[config.mk]
export PLATFORM = sky130hd
export DESIGN_NAME = mbist_march_ctrl
export DESIGN_NICKNAME = d
export VERILOG_FILES = /design/src/rtl/mbist_pkg.sv /design/src/rtl/mbist_cmp_pipe.sv /design/src/rtl/mbist_march_ctrl.sv
export SDC_FILE = /design/constraint.sdc
export NUM_CORES = 1
export LEC_CHECK = 0
export BUFFER_PORTS_ARGS = -buffer_cell sky130_fd_sc_hd__buf_4
export CAP_MARGIN = 20
export CORE_UTILIZATION = 57
export CTS_BUF_LIST = sky130_fd_sc_hd__clkbuf_8
export DETAILED_ROUTE_END_ITERATION = 12
export PLACE_DENSITY = 0.83
export SYNTH_ARGS = -nofsm -noshare
export SYNTH_HDL_FRONTEND = slang
export SYNTH_HIERARCHICAL = 1
export SYNTH_SLANG_ARGS = --single-unit
export TNS_END_PERCENT = 50
[constraint.sdc]
create_clock -name clk -period 2.75 [get_ports clk]
set_input_delay 0.275 -clock clk [delete_from_list [all_inputs] [get_ports clk]]
set_output_delay 0.275 -clock clk [all_outputs]
set_load 0.01 [all_outputs]
[src/rtl/mbist_pkg.sv]
// ---------------------------------------------------------------------------
// mbist_pkg
// Shared definitions for the March C- BIST controller:
//   - state_e      : sequencer FSM states
//   - elem_t       : March element index (E0..E5)
//   - ELEM_TABLE   : per-element direction, first-op type, operation count
//                    and read/write data backgrounds
//   - DRAIN_DEPTH  : cycles between the last op and the last compare
// ---------------------------------------------------------------------------
package mbist_pkg;

  typedef enum logic [1:0] {
    ST_IDLE,
    ST_RUN,
    ST_DRAIN,
    ST_DONE
  } state_e;

  typedef logic [2:0] elem_t;

  localparam elem_t ELEM_E0 = 3'd0;
  localparam elem_t ELEM_E1 = 3'd1;
  localparam elem_t ELEM_E2 = 3'd2;
  localparam elem_t ELEM_E3 = 3'd3;
  localparam elem_t ELEM_E4 = 3'd4;
  localparam elem_t ELEM_E5 = 3'd5;

  // down     : address runs CAPACITY..0
  // first_wr : first op at each address is a write (else a read)
  // two_ops  : element does (read, write) at each address
  // rd_bg    : background expected by reads (0 = all zeros, 1 = all ones)
  // wr_bg    : background written by writes
  typedef struct packed {
    logic down;
    logic first_wr;
    logic two_ops;
    logic rd_bg;
    logic wr_bg;
  } elem_info_t;

  // Indexed by elem_t; entries 6 and 7 are never reached during a run.
  //                                         d f t r w
  localparam elem_info_t [7:0] ELEM_TABLE = {5'b0_0_0_0_0,   // 7 unused
                                             5'b0_0_0_0_0,   // 6 unused
                                             5'b0_0_0_0_0,   // E5 up   (r0)
                                             5'b1_0_1_1_0,   // E4 down (r1,w0)
                                             5'b1_0_1_0_1,   // E3 down (r0,w1)
                                             5'b0_0_1_1_0,   // E2 up   (r1,w0)
                                             5'b0_0_1_0_1,   // E1 up   (r0,w1)
                                             5'b0_1_0_0_0};  // E0 up   (w0)

  localparam logic [1:0] DRAIN_DEPTH = 2'd2;

endpackage

[src/rtl/mbist_cmp_pipe.sv]
// ---------------------------------------------------------------------------
// mbist_cmp_pipe
// Two-stage expected-value pipeline, read-data comparator and first-fail
// capture for the March C- BIST controller.
// Optional feature macro: MBIST_DIAG_LOG_EN (adds fail_data_o/fail_count_o).
// Ports:
//   clk, rst_n    : clock, async active-low reset
//   clr_i         : clears the fail record (accepted start)
//   push_i        : a read op is on the memory bus this cycle
//   exp_i/addr_i/elem_i : expected data, address and element of that read
//   rdata_i       : memory read data, aligned with stage 2
//   fail_o, fail_addr_o, fail_elem_o : sticky first-fail record
//   fail_data_o, fail_count_o        : diagnostic log (macro only)
// ---------------------------------------------------------------------------
module mbist_cmp_pipe
  import mbist_pkg::*;
#(
  parameter int DATA_WIDTH = 8,
  parameter int ADDR_WIDTH = 4
) (
  input  logic                  clk,
  input  logic                  rst_n,
  input  logic                  clr_i,
  input  logic                  push_i,
  input  logic [DATA_WIDTH-1:0] exp_i,
  input  logic [ADDR_WIDTH-1:0] addr_i,
  input  elem_t                 elem_i,
  input  logic [DATA_WIDTH-1:0] rdata_i,
  output logic                  fail_o,
  output logic [ADDR_WIDTH-1:0] fail_addr_o,
  output elem_t                 fail_elem_o
`ifdef MBIST_DIAG_LOG_EN
  ,
  output logic [DATA_WIDTH-1:0] fail_data_o,
  output logic [15:0]           fail_count_o
`endif
);

  logic [1:0]            vld_q;
  logic [DATA_WIDTH-1:0] exp1_q, exp2_q;
  logic [ADDR_WIDTH-1:0] addr1_q, addr2_q;
  elem_t                 elem1_q, elem2_q;
  logic                  mismatch;

  // Case inequality so an unknown read bit is flagged as a mismatch.
  assign mismatch = vld_q[1] && (rdata_i !== exp2_q);

  always_ff @(posedge clk or negedge rst_n) begin
    if (!rst_n) vld_q <= '0;
    else        vld_q <= {vld_q[0], push_i};
  end

  // NOTE: payload registers carry no reset; they are only looked at when the
  // matching valid bit is set, and that bit is reset.
  always_ff @(posedge clk) begin
    exp1_q  <= exp_i;
    addr1_q <= addr_i;
    elem1_q <= elem_i;
    exp2_q  <= exp1_q;
    addr2_q <= addr1_q;
    elem2_q <= elem1_q;
  end

`ifdef MBIST_DIAG_LOG_EN
  logic [DATA_WIDTH-1:0] fail_data_q;
  logic [15:0]           fail_count_q;
  assign fail_data_o  = fail_data_q;
  assign fail_count_o = fail_count_q;
`endif

  logic                  fail_q;
  logic [ADDR_WIDTH-1:0] fail_addr_q;
  elem_t                 fail_elem_q;

  always_ff @(posedge clk or negedge rst_n) begin
    if (!rst_n) begin
      fail_q       <= 1'b0;
      fail_addr_q  <= '0;
      fail_elem_q  <= '0;
`ifdef MBIST_DIAG_LOG_EN
      fail_data_q  <= '0;
      fail_count_q <= '0;
`endif
    end else if (clr_i) begin
      fail_q       <= 1'b0;
      fail_addr_q  <= '0;
      fail_elem_q  <= '0;
`ifdef MBIST_DIAG_LOG_EN
      fail_data_q  <= '0;
      fail_count_q <= '0;
`endif
    end else if (mismatch) begin
      // Only the first mismatch of a run is recorded.
      if (!fail_q) begin
        fail_q      <= 1'b1;
        fail_addr_q <= addr2_q;
        fail_elem_q <= elem2_q;
`ifdef MBIST_DIAG_LOG_EN
        fail_data_q <= rdata_i;
`endif
      end
`ifdef MBIST_DIAG_LOG_EN
      if (fail_count_q != 16'hFFFF) fail_count_q <= fail_count_q + 16'd1;
`endif
    end
  end

  assign fail_o      = fail_q;
  assign fail_addr_o = fail_addr_q;
  assign fail_elem_o = fail_elem_q;

endmodule

[src/rtl/mbist_march_ctrl.sv]
// ---------------------------------------------------------------------------
// mbist_march_ctrl
// March C- BIST sequencer for a single-port memory: one op per cycle,
// 10*(CAPACITY+1) ops, read data checked two cycles after each read.
// Optional feature macro: MBIST_DIAG_LOG_EN (adds fail_data, fail_count).
// Ports:
//   clk, rst_n      : clock, async active-low reset
//   start           : run request, accepted from IDLE only
//   mem_write_read  : 1 = write, 0 = read
//   mem_address     : op address
//   mem_wdata       : write data, one cycle ahead of its write
//   mem_rdata       : read data, valid two cycles after the read
//   busy, done      : test in progress / one-cycle end pulse
//   fail, fail_addr, fail_elem : sticky first-fail record
//   fail_data, fail_count      : diagnostic log (macro only)
// ---------------------------------------------------------------------------
module mbist_march_ctrl
  import mbist_pkg::*;
#(
  parameter int DATA_WIDTH = 8,
  parameter int ADDR_WIDTH = 4,
  parameter int CAPACITY   = 15
) (
  input  logic                  clk,
  input  logic                  rst_n,
  input  logic                  start,
  output logic                  mem_write_read,
  output logic [ADDR_WIDTH-1:0] mem_address,
  output logic [DATA_WIDTH-1:0] mem_wdata,
  input  logic [DATA_WIDTH-1:0] mem_rdata,
  output logic                  busy,
  output logic                  done,
  output logic                  fail,
  output logic [ADDR_WIDTH-1:0] fail_addr,
  output logic [2:0]            fail_elem
`ifdef MBIST_DIAG_LOG_EN
  ,
  output logic [DATA_WIDTH-1:0] fail_data,
  output logic [15:0]           fail_count
`endif
);

  localparam logic [ADDR_WIDTH-1:0] CAP_A = ADDR_WIDTH'(CAPACITY);
  localparam logic [ADDR_WIDTH-1:0] ONE_A = ADDR_WIDTH'(1);

  state_e                state_q;
  elem_t                 elem_q, elem_d;
  logic [ADDR_WIDTH-1:0] addr_q, addr_d;
  logic                  phase_q, phase_d;
  logic [1:0]            drain_q;

  // Registered bus outputs plus the tags of the op currently on the bus.
  logic                  mem_wr_q;
  logic [ADDR_WIDTH-1:0] mem_addr_q;
  logic [DATA_WIDTH-1:0] mem_wdata_q;
  logic [DATA_WIDTH-1:0] op_exp_q;
  elem_t                 op_elem_q;
  logic                  op_vld_q;
  logic                  busy_q, done_q;

  logic                  op_wr, last_op, start_acc;
  logic [ADDR_WIDTH-1:0] end_addr;

  assign start_acc = (state_q == ST_IDLE) && start;

  // NOTE: every combinational output is given a default first so no path
  // leaves it unassigned (which would infer a latch).
  always_comb begin
    op_wr    = phase_q | ELEM_TABLE[elem_q].first_wr;
    last_op  = (elem_q == ELEM_E5) && (addr_q == CAP_A);
    end_addr = ELEM_TABLE[elem_q].down ? '0 : CAP_A;
    elem_d   = elem_q;
    addr_d   = addr_q;
    phase_d  = 1'b0;
    if (ELEM_TABLE[elem_q].two_ops && !phase_q) begin
      phase_d = 1'b1;
    end else if (addr_q == end_addr) begin
      // Element boundary: jump to the start address of the next direction.
      elem_d = elem_q + 3'd1;
      addr_d = ELEM_TABLE[elem_q + 3'd1].down ? CAP_A : '0;
    end else begin
      addr_d = ELEM_TABLE[elem_q].down ? addr_q - ONE_A : addr_q + ONE_A;
    end
  end

  // NOTE: all state is updated with non-blocking assignments so every
  // register samples pre-edge values regardless of statement order.
  always_ff @(posedge clk or negedge rst_n) begin
    if (!rst_n) begin
      state_q     <= ST_IDLE;
      elem_q      <= ELEM_E0;
      addr_q      <= '0;
      phase_q     <= 1'b0;
      drain_q     <= '0;
      mem_wr_q    <= 1'b0;
      mem_addr_q  <= '0;
      mem_wdata_q <= '0;
      op_exp_q    <= '0;
      op_elem_q   <= ELEM_E0;
      op_vld_q    <= 1'b0;
      busy_q      <= 1'b0;
      done_q      <= 1'b0;
    end else begin
      done_q <= 1'b0;
      case (state_q)
        ST_IDLE: begin
          mem_wr_q <= 1'b0;
          op_vld_q <= 1'b0;
          if (start_acc) begin
            state_q     <= ST_RUN;
            busy_q      <= 1'b1;
            elem_q      <= ELEM_E0;
            addr_q      <= '0;
            phase_q     <= 1'b0;
            mem_wdata_q <= {DATA_WIDTH{ELEM_TABLE[ELEM_E0].wr_bg}};
          end
        end
        ST_RUN: begin
          mem_wr_q   <= op_wr;
          mem_addr_q <= addr_q;
          op_exp_q   <= {DATA_WIDTH{ELEM_TABLE[elem_q].rd_bg}};
          op_elem_q  <= elem_q;
          op_vld_q   <= 1'b1;
          elem_q     <= elem_d;
          addr_q     <= addr_d;
          phase_q    <= phase_d;
          if (last_op) begin
            // DRAIN starts while the final op is on the bus.
            state_q <= ST_DRAIN;
            drain_q <= '0;
          end else begin
            // Present the write data of the upcoming op one cycle early.
            mem_wdata_q <= {DATA_WIDTH{ELEM_TABLE[elem_d].wr_bg}};
          end
        end
        ST_DRAIN: begin
          mem_wr_q <= 1'b0;
          op_vld_q <= 1'b0;
          if (drain_q == DRAIN_DEPTH) begin
            state_q <= ST_DONE;
            done_q  <= 1'b1;
            busy_q  <= 1'b0;
          end else begin
            drain_q <= drain_q + 2'd1;
          end
        end
        ST_DONE: state_q <= ST_IDLE;
        default: state_q <= ST_IDLE;
      endcase
    end
  end

  assign mem_write_read = mem_wr_q;
  assign mem_address    = mem_addr_q;
  assign mem_wdata      = mem_wdata_q;
  assign busy           = busy_q;
  assign done           = done_q;

`ifdef MBIST_DIAG_LOG_EN
  mbist_cmp_pipe #(
    .DATA_WIDTH(DATA_WIDTH),
    .ADDR_WIDTH(ADDR_WIDTH)
  ) u_cmp (
    .clk         (clk),
    .rst_n       (rst_n),
    .clr_i       (start_acc),
    .push_i      (op_vld_q & ~mem_wr_q),
    .exp_i       (op_exp_q),
    .addr_i      (mem_addr_q),
    .elem_i      (op_elem_q),
    .rdata_i     (mem_rdata),
    .fail_o      (fail),
    .fail_addr_o (fail_addr),
    .fail_elem_o (fail_elem),
    .fail_data_o (fail_data),
    .fail_count_o(fail_count)
  );
`else
  mbist_cmp_pipe #(
    .DATA_WIDTH(DATA_WIDTH),
    .ADDR_WIDTH(ADDR_WIDTH)
  ) u_cmp (
    .clk         (clk),
    .rst_n       (rst_n),
    .clr_i       (start_acc),
    .push_i      (op_vld_q & ~mem_wr_q),
    .exp_i       (op_exp_q),
    .addr_i      (mem_addr_q),
    .elem_i      (op_elem_q),
    .rdata_i     (mem_rdata),
    .fail_o      (fail),
    .fail_addr_o (fail_addr),
    .fail_elem_o (fail_elem)
  );
`endif

endmodule

==> impl_metrics.tcl <==
set metrics [dict create \
    status "complete, but fails checks" \
    failing_checks "design-rule violations" \
    cts.sinks 65 \
    clk_path_buf_depth 2 \
    routed-via-count 1704 \
    start_util 0.601 \
    maximum_number_of_pins_on_one_net_before_global_route_repair 36 \
    synthCells 222 \
    finalNonFillerCells 317 \
    fin_nets 285 \
    hold_path_depth 3 \
    area_growth_syn_to_layout_pct 19.4 \
    first_global_vias 1655 \
    globalRouteTotalUtil 0.196 \
    max_cap_viol_count 0 \
    die_w_um 70.5 \
    final_design_area_no_fill_um2 3190 \
    seq_cells_post_synth 65 \
    ioPinCount 34 \
    number_of_enable_type_register_cells_in_the_synthesized_netlist 0 \
    floorplan.rows 24 \
    overflow 0 \
    detail_route.first_pass.iterations 9 \
    placement.cell_area_um2 2920 \
    drt_first_iter_violations 67 \
    relative_slew_margins 0.658 \
    power_per_cell_area_nw_per_um2 982 \
    tritoncts.num_buffers 9 \
    antenna_cells 0 \
    synth.yosys.warnings 6 \
    worst_setup_path_start_kind "flip-flop" \
    vias_per_cell 5.38 \
    setup-violations-final 0 \
    drive_gt1_frac 0.275 \
    total_power_uw 3130 \
    timing.final.crit_period_ns 2.58 \
    htree_num_levels 3 \
    min-delay-path-class "in -> reg" \
    arrival_time_of_data_at_the_critical_path_endpoint_ns 2.81 \
    finalWeightedCongestion 0.936 \
    worst_skew_pair.late_latency_ns 0.33 \
    number_of_hold_slack_violations_in_the_final_timing_report 0 \
    crit_required_ns 2.99 \
    cp_max_fo 6 \
    finClkSkew_ns 0.00387 \
    drtAntennaViolNets 0 \
    max_slew.worst_pin.slew_ns 0.513 \
    ys_async_sr_fraction 0.538 \
    irDropWorstVdd_mv 0.508 \
    synth_nets 247 \
    mappedNetlistArea_um2 2670 \
    maxSlewViolCount 0 \
    wl_um 4410 \
    postSynth.topFlopCell "sky130_fd_sc_hd__dfrtp_1" \
    clk_root_buffer_cell "sky130_fd_sc_hd__clkbuf_8" \
    clk_pin_slew_worst_paths_ns 0.07 \
    synth.avg_cell_area_um2 12.0 \
    port_buffers 33 \
    critPathKind "reg -> reg" \
    post_drt_wl_per_cell_um 13.9 \
    cts_tree "done" \
    netlist-cell-type-count 44 \
    finalCoreUtilization 0.718 \
    period_share 0.938 \
    fin_setup_tns_ns 0 \
    synth_sequential_area_ratio 0.553 \
    dp_cells 297 \
    dieHeight_um 70.5 \
    p_leak_uw 0.00149 \
    type_of_destination_of_the_critical_path "flip-flop" \
    die-area_um2 4960 \
    fmaxAchievable_ghz 0.388 \
    reg2reg_depth 10 \
    antenna_violations_before_repair 0 \
    post-route-drc-count 4 \
    place_hpwl_um 3020 \
    design.core.area_um2 4440 \
    first_pass_grt_wire_length_um 7280 \
]
-- routing by layer --
metal,GRT usage,vias to the layer above,part of all wire
li1,-,831,-
met1,0.218,831,0.43
met2,0.335,36,0.52
met3,0.0592,6,0.041
met4,0.107,0,0.012
met5,0,-,0
-- synthesized netlist by cell type (2+ instances only) --
| cell | number | area, µm² |
|---|---|---|
| sky130_fd_sc_hd__dfrtp_1 | 35 | 876 |
| sky130_fd_sc_hd__dfxtp_1 | 30 | 601 |
| sky130_fd_sc_hd__nand2b_1 | 17 | 106 |
| sky130_fd_sc_hd__nand2_1 | 15 | 56.3 |
| sky130_fd_sc_hd__ha_1 | 13 | 163 |
| sky130_fd_sc_hd__inv_1 | 10 | 37.5 |
| sky130_fd_sc_hd__mux2i_1 | 10 | 100 |
| sky130_fd_sc_hd__mux2_2 | 9 | 101 |
| sky130_fd_sc_hd__xor2_1 | 8 | 70.1 |
| sky130_fd_sc_hd__a21oi_1 | 7 | 35.0 |
| sky130_fd_sc_hd__buf_4 | 7 | 52.6 |
| sky130_fd_sc_hd__a22o_1 | 6 | 52.6 |
| sky130_fd_sc_hd__o21ai_0 | 6 | 30.0 |
| sky130_fd_sc_hd__a21o_1 | 5 | 37.5 |
| sky130_fd_sc_hd__nor2_1 | 4 | 15.0 |
| sky130_fd_sc_hd__clkbuf_1 | 3 | 11.3 |
| sky130_fd_sc_hd__o31ai_1 | 3 | 22.5 |
| sky130_fd_sc_hd__xnor2_1 | 3 | 26.3 |
| sky130_fd_sc_hd__nand3_1 | 2 | 10.0 |
| sky130_fd_sc_hd__nand4_1 | 2 | 12.5 |
| sky130_fd_sc_hd__nor3_1 | 2 | 10.0 |
| sky130_fd_sc_hd__nor4_2 | 2 | 25.0 |
| sky130_fd_sc_hd__o21ai_1 | 2 | 10.0 |
-- sequential cells by signal (all words and copies together), names as in the netlist, 2 cells and up --
register and count:
state_q 2, u_cmp/addr2_q 4, u_cmp/exp1_q 8, u_cmp/fail_addr_o 4, u_cmp/vld_q 2, u_cmp/addr1_q 4
u_cmp/elem2_q 3, addr_q 4, op_elem_q 3, elem_q 3, mem_address 4, drain_q 2
u_cmp/fail_elem_o 3, u_cmp/elem1_q 3, u_cmp/exp2_q 8
-- critical path, cell delays in order (launching register included) --
cell                        delay, ns
sky130_fd_sc_hd__dfrtp_1         0.42
sky130_fd_sc_hd__inv_1           0.13
sky130_fd_sc_hd__ha_1            0.28
sky130_fd_sc_hd__mux2i_4         0.22
sky130_fd_sc_hd__inv_2           0.10
sky130_fd_sc_hd__ha_1            0.35
sky130_fd_sc_hd__nand4bb_1       0.15
sky130_fd_sc_hd__mux2_4          0.33
sky130_fd_sc_hd__nor3_1          0.15
sky130_fd_sc_hd__o21ai_1         0.10
sky130_fd_sc_hd__o31ai_1         0.24
-- final timing paths --
| path | startpoint | end | slack, ns |
|---|---|---|---|
| setup / recovery | elem_q[0] | mem_wdata[6] | 0.17 |
| hold / removal | start | busy | 0.31 |
| setup reg to reg | elem_q[0] | mem_wdata[6] | 0.17 |
| hold reg to reg | u_cmp/exp1_q[0] | u_cmp/exp2_q[0] | 0.33 |
| max in group asynchronous | rst_n | elem_q[1] | 1.96 |
| min in group asynchronous | rst_n | u_cmp/vld_q[1] | 0.45 |
-- stage by stage --
| stage | worst slack, ns | hold slack (ns) |
|---|---|---|
| global placement | 0.186 | 0.259 |
| floorplan | 0.370 | -0.0206 |
| finish | 0.171 | 0.314 |
| global route | -0.00525 | 0.316 |
| detailed placement | 0.104 | 0.263 |
| CTS | 0.0661 | 0.296 |
-- power by group --
group / internal (µW) / switching [µW]
sequential: 1240 / 160
combinational: 424 / 443
clock: 530 / 338
-- placed cells by master, fill, tap and decap left out, types with 7 or more instances in the layout --
master	instances
sky130_fd_sc_hd__nand2_1	15
sky130_fd_sc_hd__nand2b_1	17
sky130_fd_sc_hd__clkbuf_8	10
sky130_fd_sc_hd__ha_1	12
sky130_fd_sc_hd__a21oi_1	7
sky130_fd_sc_hd__dfrtp_1	34
sky130_fd_sc_hd__buf_4	38
sky130_fd_sc_hd__xor2_1	8
sky130_fd_sc_hd__mux2i_1	9
sky130_fd_sc_hd__mux2_2	9
sky130_fd_sc_hd__inv_1	11
sky130_fd_sc_hd__dfxtp_1	30
-- cell families after synthesis --
logic type,after synthesis,share of synthesized area
xor+xnor,11,0.0361
buf+inv,22,0.0440
mux,21,0.0895
simple gates,48,0.0993
fa+ha+maj,14,0.0684
compound gates,41,0.110
flops,65,0.553
-- cell type report --
cell class | instances | area, µm²
Timing Repair Buffer | 39 | 295
Clock inverter | 6 | 83.8
Fill cell | 324 | 1250
Inverter | 10 | 37.5
Tap cell | 52 | 65.1
Sequential cell | 65 | 1480
Multi-Input combinational cell | 135 | 1090
Clock buffer | 10 | 138
-- timing repair --
item,in CTS,in global routing
hold buffers,1,0
setup buffers,0,3
resized for setup,0,4
setup endpoints to repair,0,8
hold endpoints to repair,35,0
Note: power is estimated with default switching activity, not from simulation.
